File: config.mk
export PLATFORM = sky130hd
export DESIGN_NAME = txn_arb
export DESIGN_NICKNAME = d
export VERILOG_FILES = /design/src/rtl/txn_pkg.sv /design/src/rtl/txn_rr_pick.sv /design/src/rtl/txn_arb.sv
export SDC_FILE = /design/constraint.sdc
export NUM_CORES = 1
export LEC_CHECK = 0
export ABC_AREA = 1
export CAP_MARGIN = 20
export CORE_ASPECT_RATIO = 0.8
export CORE_MARGIN = 2
export CORE_UTILIZATION = 48
export DETAILED_ROUTE_END_ITERATION = 6
export PLACE_DENSITY = 0.8
export SKIP_LAST_GASP = 1
export SLEW_MARGIN = 20
export SYNTH_ARGS = -nofsm -noshare
export SYNTH_HDL_FRONTEND = slang
export SYNTH_SLANG_ARGS = --single-unit
File: constraint.sdc
create_clock -name clk -period 4.1 [get_ports clk]
set_input_delay 0.82 -clock clk [delete_from_list [all_inputs] [get_ports clk]]
set_output_delay 0.82 -clock clk [all_outputs]
set_load 0.005 [all_outputs]
File: src/rtl/txn_pkg.sv
// txn_pkg: shared definitions for the transaction arbiter slice.
//   - AwDefault / DwDefault : default address and data widths
//   - IdxW                  : width of a master index (up to four masters)
//   - txn_state_e           : shared-port sequencing states
package txn_pkg;

  localparam int unsigned AwDefault = 32;
  localparam int unsigned DwDefault = 32;
  localparam int unsigned IdxW      = 2;

  typedef enum logic [1:0] {
    StIdle   = 2'd0,
    StIssue  = 2'd1,
    StWaitLo = 2'd2,
    StWaitHi = 2'd3
  } txn_state_e;

endpackage

File: src/rtl/txn_rr_pick.sv
// txn_rr_pick: combinational winner selection.
// Returns the first pending index strictly after `last`, wrapping from NUM_M-1 to 0.
//   pending : one bit per master with a queued request
//   last    : index granted most recently
//   idx     : selected master (0 when nothing is pending)
//   valid   : at least one master is pending
module txn_rr_pick import txn_pkg::*; #(
  parameter int unsigned NUM_M = 2
) (
  input  logic [NUM_M-1:0] pending,
  input  logic [IdxW-1:0]  last,
  output logic [IdxW-1:0]  idx,
  output logic             valid
);

  logic [3:0] pend_ext;
  logic [2:0] sum;

  always_comb begin
    pend_ext = 4'(pending);
    idx      = '0;
    valid    = 1'b0;
    sum      = '0;
    // Scan from the farthest offset to the nearest so the nearest pending index wins.
    for (int off = NUM_M; off >= 1; off--) begin
      sum = {1'b0, last} + 3'(off);
      // last < NUM_M and off <= NUM_M, so a single subtraction is enough to wrap.
      if (sum >= 3'(NUM_M)) begin
        sum = sum - 3'(NUM_M);
      end
      if (pend_ext[sum[1:0]]) begin
        idx   = sum[1:0];
        valid = 1'b1;
      end
    end
  end

endmodule

File: src/rtl/txn_arb.sv
// txn_arb: arbitrates per-master one-shot transaction requests onto a single shared port.
//
// Masters side:
//   m_req/m_wr/m_addr/m_wdata : request pulse and fields, captured only while m_rdy is high
//   m_rdata                   : registered read-return data, one DW slice per master
//   m_rdy                     : high when the master has nothing outstanding
// Shared-port side:
//   txn_req (one-cycle pulse), txn_wr, txn_addr, txn_wdata : held from issue to completion
//   txn_rdata, txn_rdy        : slave data and ready (drops for wait states)
// Status:
//   gnt_id : master currently or most recently granted
//   busy   : a transaction is in flight
//
// Build option: define TXN_ARB_FIXED_PRIO_EN for fixed priority (lowest index wins);
// otherwise arbitration is round-robin.
module txn_arb import txn_pkg::*; #(
  parameter int unsigned NUM_M = 2,
  parameter int unsigned AW    = AwDefault,
  parameter int unsigned DW    = DwDefault
) (
  input  logic              clk,
  input  logic              arst_n,
  input  logic [NUM_M-1:0]    m_req,
  input  logic [NUM_M-1:0]    m_wr,
  input  logic [NUM_M*AW-1:0] m_addr,
  input  logic [NUM_M*DW-1:0] m_wdata,
  output logic [NUM_M*DW-1:0] m_rdata,
  output logic [NUM_M-1:0]    m_rdy,
  output logic              txn_req,
  output logic              txn_wr,
  output logic [AW-1:0]     txn_addr,
  output logic [DW-1:0]     txn_wdata,
  input  logic [DW-1:0]     txn_rdata,
  input  logic              txn_rdy,
  output logic [1:0]        gnt_id,
  output logic              busy
);

  txn_state_e state_q, state_d;

  logic [NUM_M-1:0]          pend_q, pend_d, cap;
  logic [NUM_M-1:0]          lat_wr_q;
  logic [NUM_M-1:0][AW-1:0]  lat_addr_q;
  logic [NUM_M-1:0][DW-1:0]  lat_wdata_q;
  logic [NUM_M*DW-1:0]       rdata_q;

  logic            req_q, wr_q;
  logic [AW-1:0]   addr_q;
  logic [DW-1:0]   wdata_q;
  logic [IdxW-1:0] gnt_q;

  logic [IdxW-1:0] last;
  logic [IdxW-1:0] pick_idx;
  logic            pick_valid;
  logic            grant, done;

  logic            sel_wr;
  logic [AW-1:0]   sel_addr;
  logic [DW-1:0]   sel_wdata;

`ifdef TXN_ARB_FIXED_PRIO_EN
  // Pinning the pointer at the top index makes the picker scan upward from 0.
  assign last = IdxW'(NUM_M - 1);
`else
  logic [IdxW-1:0] last_q;

  always_ff @(posedge clk or negedge arst_n) begin
    if (!arst_n) begin
      last_q <= IdxW'(NUM_M - 1);
    end else if (grant) begin
      last_q <= pick_idx;
    end
  end

  assign last = last_q;
`endif

  txn_rr_pick #(
    .NUM_M (NUM_M)
  ) u_pick (
    .pending (pend_q),
    .last    (last),
    .idx     (pick_idx),
    .valid   (pick_valid)
  );

  // Capture is gated on the registered pending bit, so a request on the completion edge
  // of the same master is dropped.
  always_comb begin
    pend_d = pend_q;
    cap    = '0;
    for (int i = 0; i < NUM_M; i++) begin
      cap[i] = m_req[i] & ~pend_q[i];
      if (cap[i]) begin
        pend_d[i] = 1'b1;
      end else if (done && (gnt_q == IdxW'(i))) begin
        pend_d[i] = 1'b0;
      end
    end
  end

  always_ff @(posedge clk or negedge arst_n) begin
    if (!arst_n) begin
      pend_q      <= '0;
      lat_wr_q    <= '0;
      lat_addr_q  <= '0;
      lat_wdata_q <= '0;
    end else begin
      pend_q <= pend_d;
      for (int i = 0; i < NUM_M; i++) begin
        if (cap[i]) begin
          lat_wr_q[i]    <= m_wr[i];
          lat_addr_q[i]  <= m_addr[i*AW +: AW];
          lat_wdata_q[i] <= m_wdata[i*DW +: DW];
        end
      end
    end
  end

  // Fields of the master the picker currently favours.
  always_comb begin
    sel_wr    = 1'b0;
    sel_addr  = '0;
    sel_wdata = '0;
    for (int i = 0; i < NUM_M; i++) begin
      if (pick_idx == IdxW'(i)) begin
        sel_wr    = lat_wr_q[i];
        sel_addr  = lat_addr_q[i];
        sel_wdata = lat_wdata_q[i];
      end
    end
  end

  always_comb begin
    state_d = state_q;
    grant   = 1'b0;
    done    = 1'b0;
    unique case (state_q)
      StIdle: begin
        if (pick_valid && txn_rdy) begin
          state_d = StIssue;
          grant   = 1'b1;
        end
      end
      StIssue: begin
        state_d = StWaitLo;
      end
      StWaitLo: begin
        // Slave acknowledges the request by dropping ready.
        if (!txn_rdy) begin
          state_d = StWaitHi;
        end
      end
      StWaitHi: begin
        if (txn_rdy) begin
          state_d = StIdle;
          done    = 1'b1;
        end
      end
      default: begin
        state_d = StIdle;
      end
    endcase
  end

  always_ff @(posedge clk or negedge arst_n) begin
    if (!arst_n) begin
      state_q <= StIdle;
      req_q   <= 1'b0;
      wr_q    <= 1'b0;
      addr_q  <= '0;
      wdata_q <= '0;
      gnt_q   <= '0;
    end else begin
      state_q <= state_d;
      req_q   <= grant;
      if (grant) begin
        wr_q    <= sel_wr;
        addr_q  <= sel_addr;
        wdata_q <= sel_wdata;
        gnt_q   <= pick_idx;
      end
    end
  end

  always_ff @(posedge clk or negedge arst_n) begin
    if (!arst_n) begin
      rdata_q <= '0;
    end else if (done && !wr_q) begin
      for (int i = 0; i < NUM_M; i++) begin
        if (gnt_q == IdxW'(i)) begin
          rdata_q[i*DW +: DW] <= txn_rdata;
        end
      end
    end
  end

  assign m_rdy     = ~pend_q;
  assign m_rdata   = rdata_q;
  assign txn_req   = req_q;
  assign txn_wr    = wr_q;
  assign txn_addr  = addr_q;
  assign txn_wdata = wdata_q;
  assign gnt_id    = gnt_q;
  assign busy      = (state_q != StIdle);

endmodule

==> results.tsv <==
metric	value	unit
status	finished clean	
clockBufferDepth	3	
dp_hpwl	18.4	mm
globalplace.congestion	0.793	
start_util	49.0	%
finalClockSkew	0.0108	ns
cts_sinks	267	
fill_cells	1746	
wl_per_cell	16.3	um
yosys_warnings	0	
yosysUniqueCellTypes	25	
drt_first_iter_violations	630	
syn_area_per_cell	9.85	um^2
synth.yosys.seq_area_share	60.6	%
grt_max_degree	106	
insertion_delay	0.53	ns
dieArea	0.0242	mm^2
cts_setup_buffers	0	
htreeDepth	1	
synth_area	0.0110	mm^2
crit_required	3.28	ns
vias	8566	
antenna_found_initial	1	
grt_pass1_wl	46.2	mm
yosys_register_bits	267	
cp-end-kind	output port	
dr.pass1.iters	5	
finalWirelength	28.2	mm
synth_edf_count	0	
ant_nets	0	
core	0.0225	mm^2
maxCapViolations	0	
crit_path_max_fanout	4	
post-route-min-period	2.63	ns
rsz0062_at_grt	false	
power_density	772	mW/mm^2
worst_pin_slew	1.05	ns
drc	0	
dpl.cell_count	1675	
yosysTopAreaCell	dfrtp_1	
hp-class	primary input to asynchronous set/reset pin	
setup_viol_count_final	0	
fin_tns_setup	0	ns
cts_tree	yes	
async_flop_share	100	%
portBuffers	301	
synth_top_cell_area_share	60.4	%
synthMostInstantiatedCell	nand2_1	
grt_overflow	0	
crit_arrival	1.81	ns
fmax	0.380	GHz
layout-drive-gt1-share	11.7	%
vdd_ir_drop_max	0.359	mV
multi_input_area	0.00354	mm^2
num_rows	49	
instances_no_fill	1728	
path_class	flop to output port	
cts_resized	0	
ctsHoldBuffers	0	
track_usage	23.5	%
synth_nets	1290	
finalNetCount	1569	
startpoint_type	flop	
netlist_top_cells_count	341 x nand2_1, 266 x dfrtp_1, 105 x inv_1, 68 x o21ai_0	
total_power	11.7	mW
die_w	173	um
die_height	140	um
holdWs	0.300	ns
slew_viol_final	0	
grt_pass1_vias	8870	
p_leak	7.22	nW
finalHoldViolations	0	
numCtsBuffers	28	
area_growth	36.9	%
synthTopCellsByArea	dfrtp_1 60%, nand2_1 12%, mux2_2 6.6%, inv_1 3.6%, o21ai_0 3.1%	
relSlewSlack	30.1	%
clock-root-buffer	clkbuf_16	
synth_flop_cell	dfrtp_1	
synthCells	1120	
regArea	0.00668	mm^2
io_pins	302	
path_clk_slew	0.06	ns
vias_per_cell	4.96	
finalCritPeriodShare	64.2	%
layout by cell type (no fill, tap or decap), types with 7 or more instances in the layout:
| cell type | instances |
|---|---|
| inv_1 | 105 |
| a21oi_1 | 65 |
| nand2_1 | 339 |
| dfrtp_1 | 266 |
| o21ai_2 | 29 |
| clkdlybuf4s50_1 | 300 |
| clkbuf_16 | 29 |
| mux2_2 | 65 |
| nor2_1 | 65 |
| buf_4 | 7 |
| clkinv_2 | 8 |
| o21ai_0 | 68 |
| o21ai_1 | 35 |
cells by family after synthesis:
| logic type | share of synthesized area [%] |
|---|---|
| flip-flops | 60.6 |
| adder cells (fa/ha/maj) | 0.340 |
| AND/OR/NAND/NOR | 14.8 |
| multiplexers | 6.73 |
| AO/OA/AOI/OAI | 9.93 |
| buffers and inverters | 7.58 |
report_power, final:
| group | leakage, nW | switching, mW | internal, mW |
|---|---|---|---|
| clock network | 0.470 | 1.04 | 1.56 |
| registers | 3.17 | 0.640 | 3.91 |
| logic | 3.58 | 2.19 | 2.31 |
state kept, by name (all words and copies together) (netlist names), 2 cells and up:
signal and count:
state_q 2, lat_wdata_q 64, m_rdata 64, lat_wr_q 2, pend_q 2, txn_addr 32, txn_wdata 32, lat_addr_q 64
last 2
per-layer routing:
metal  routed length [um]  vias to the layer above  GRT usage (%)
met4                  809                        0           7.58
li1                     -                     4084              -
met3                 1980                       56           5.30
met5                    0                        -              0
met2                13800                      260           39.2
met1                11600                     4166           30.7
final cells by class:
cell class                      instances  share of cell area, %
Sequential cell                       267                   44.3
Timing Repair Buffer                  311                   20.7
Inverter                              107                   2.66
Clock inverter                         15                   1.07
Clock buffer                           37                   5.27
Tap cell                              306                   2.54
Multi-Input combinational cell        684                   23.5
Antenna cell                            1                 0.0166
critical path, cell delays in order, from the launching register on:
cell             delay [ns]
dfrtp_1                0.40
inv_1                  0.06
ha_1                   0.24
inv_1                  0.07
clkdlybuf4s50_1        0.51
final timing paths:
path	start	end	slack, ns	cells past startpoint
setup / recovery	state_q[1]	busy	1.47	4
setup reg to reg	state_q[1]	m_rdata[35]	2.05	6
min in group clk	txn_addr[16]	txn_addr[16]	0.48	2
hold / removal	arst_n	m_rdata[19]	0.30	1
hold reg to reg	txn_addr[16]	txn_addr[16]	0.48	2
max in group asynchronous	arst_n	m_rdata[58]	2.87	2
metrics by stage:
step	cell area [um^2]	utilization (%)	setup WS, ns
3_3_place_gp	14100	62.8	1.29
2_1_floorplan	11000	-	2.43
3_5_place_dp	14100	62.8	1.24
4_1_cts	15100	67.1	1.42
6_report	15100	67.1	1.47
5_1_grt	15100	67.1	1.38
Note: power is estimated with default switching activity, not from simulation.
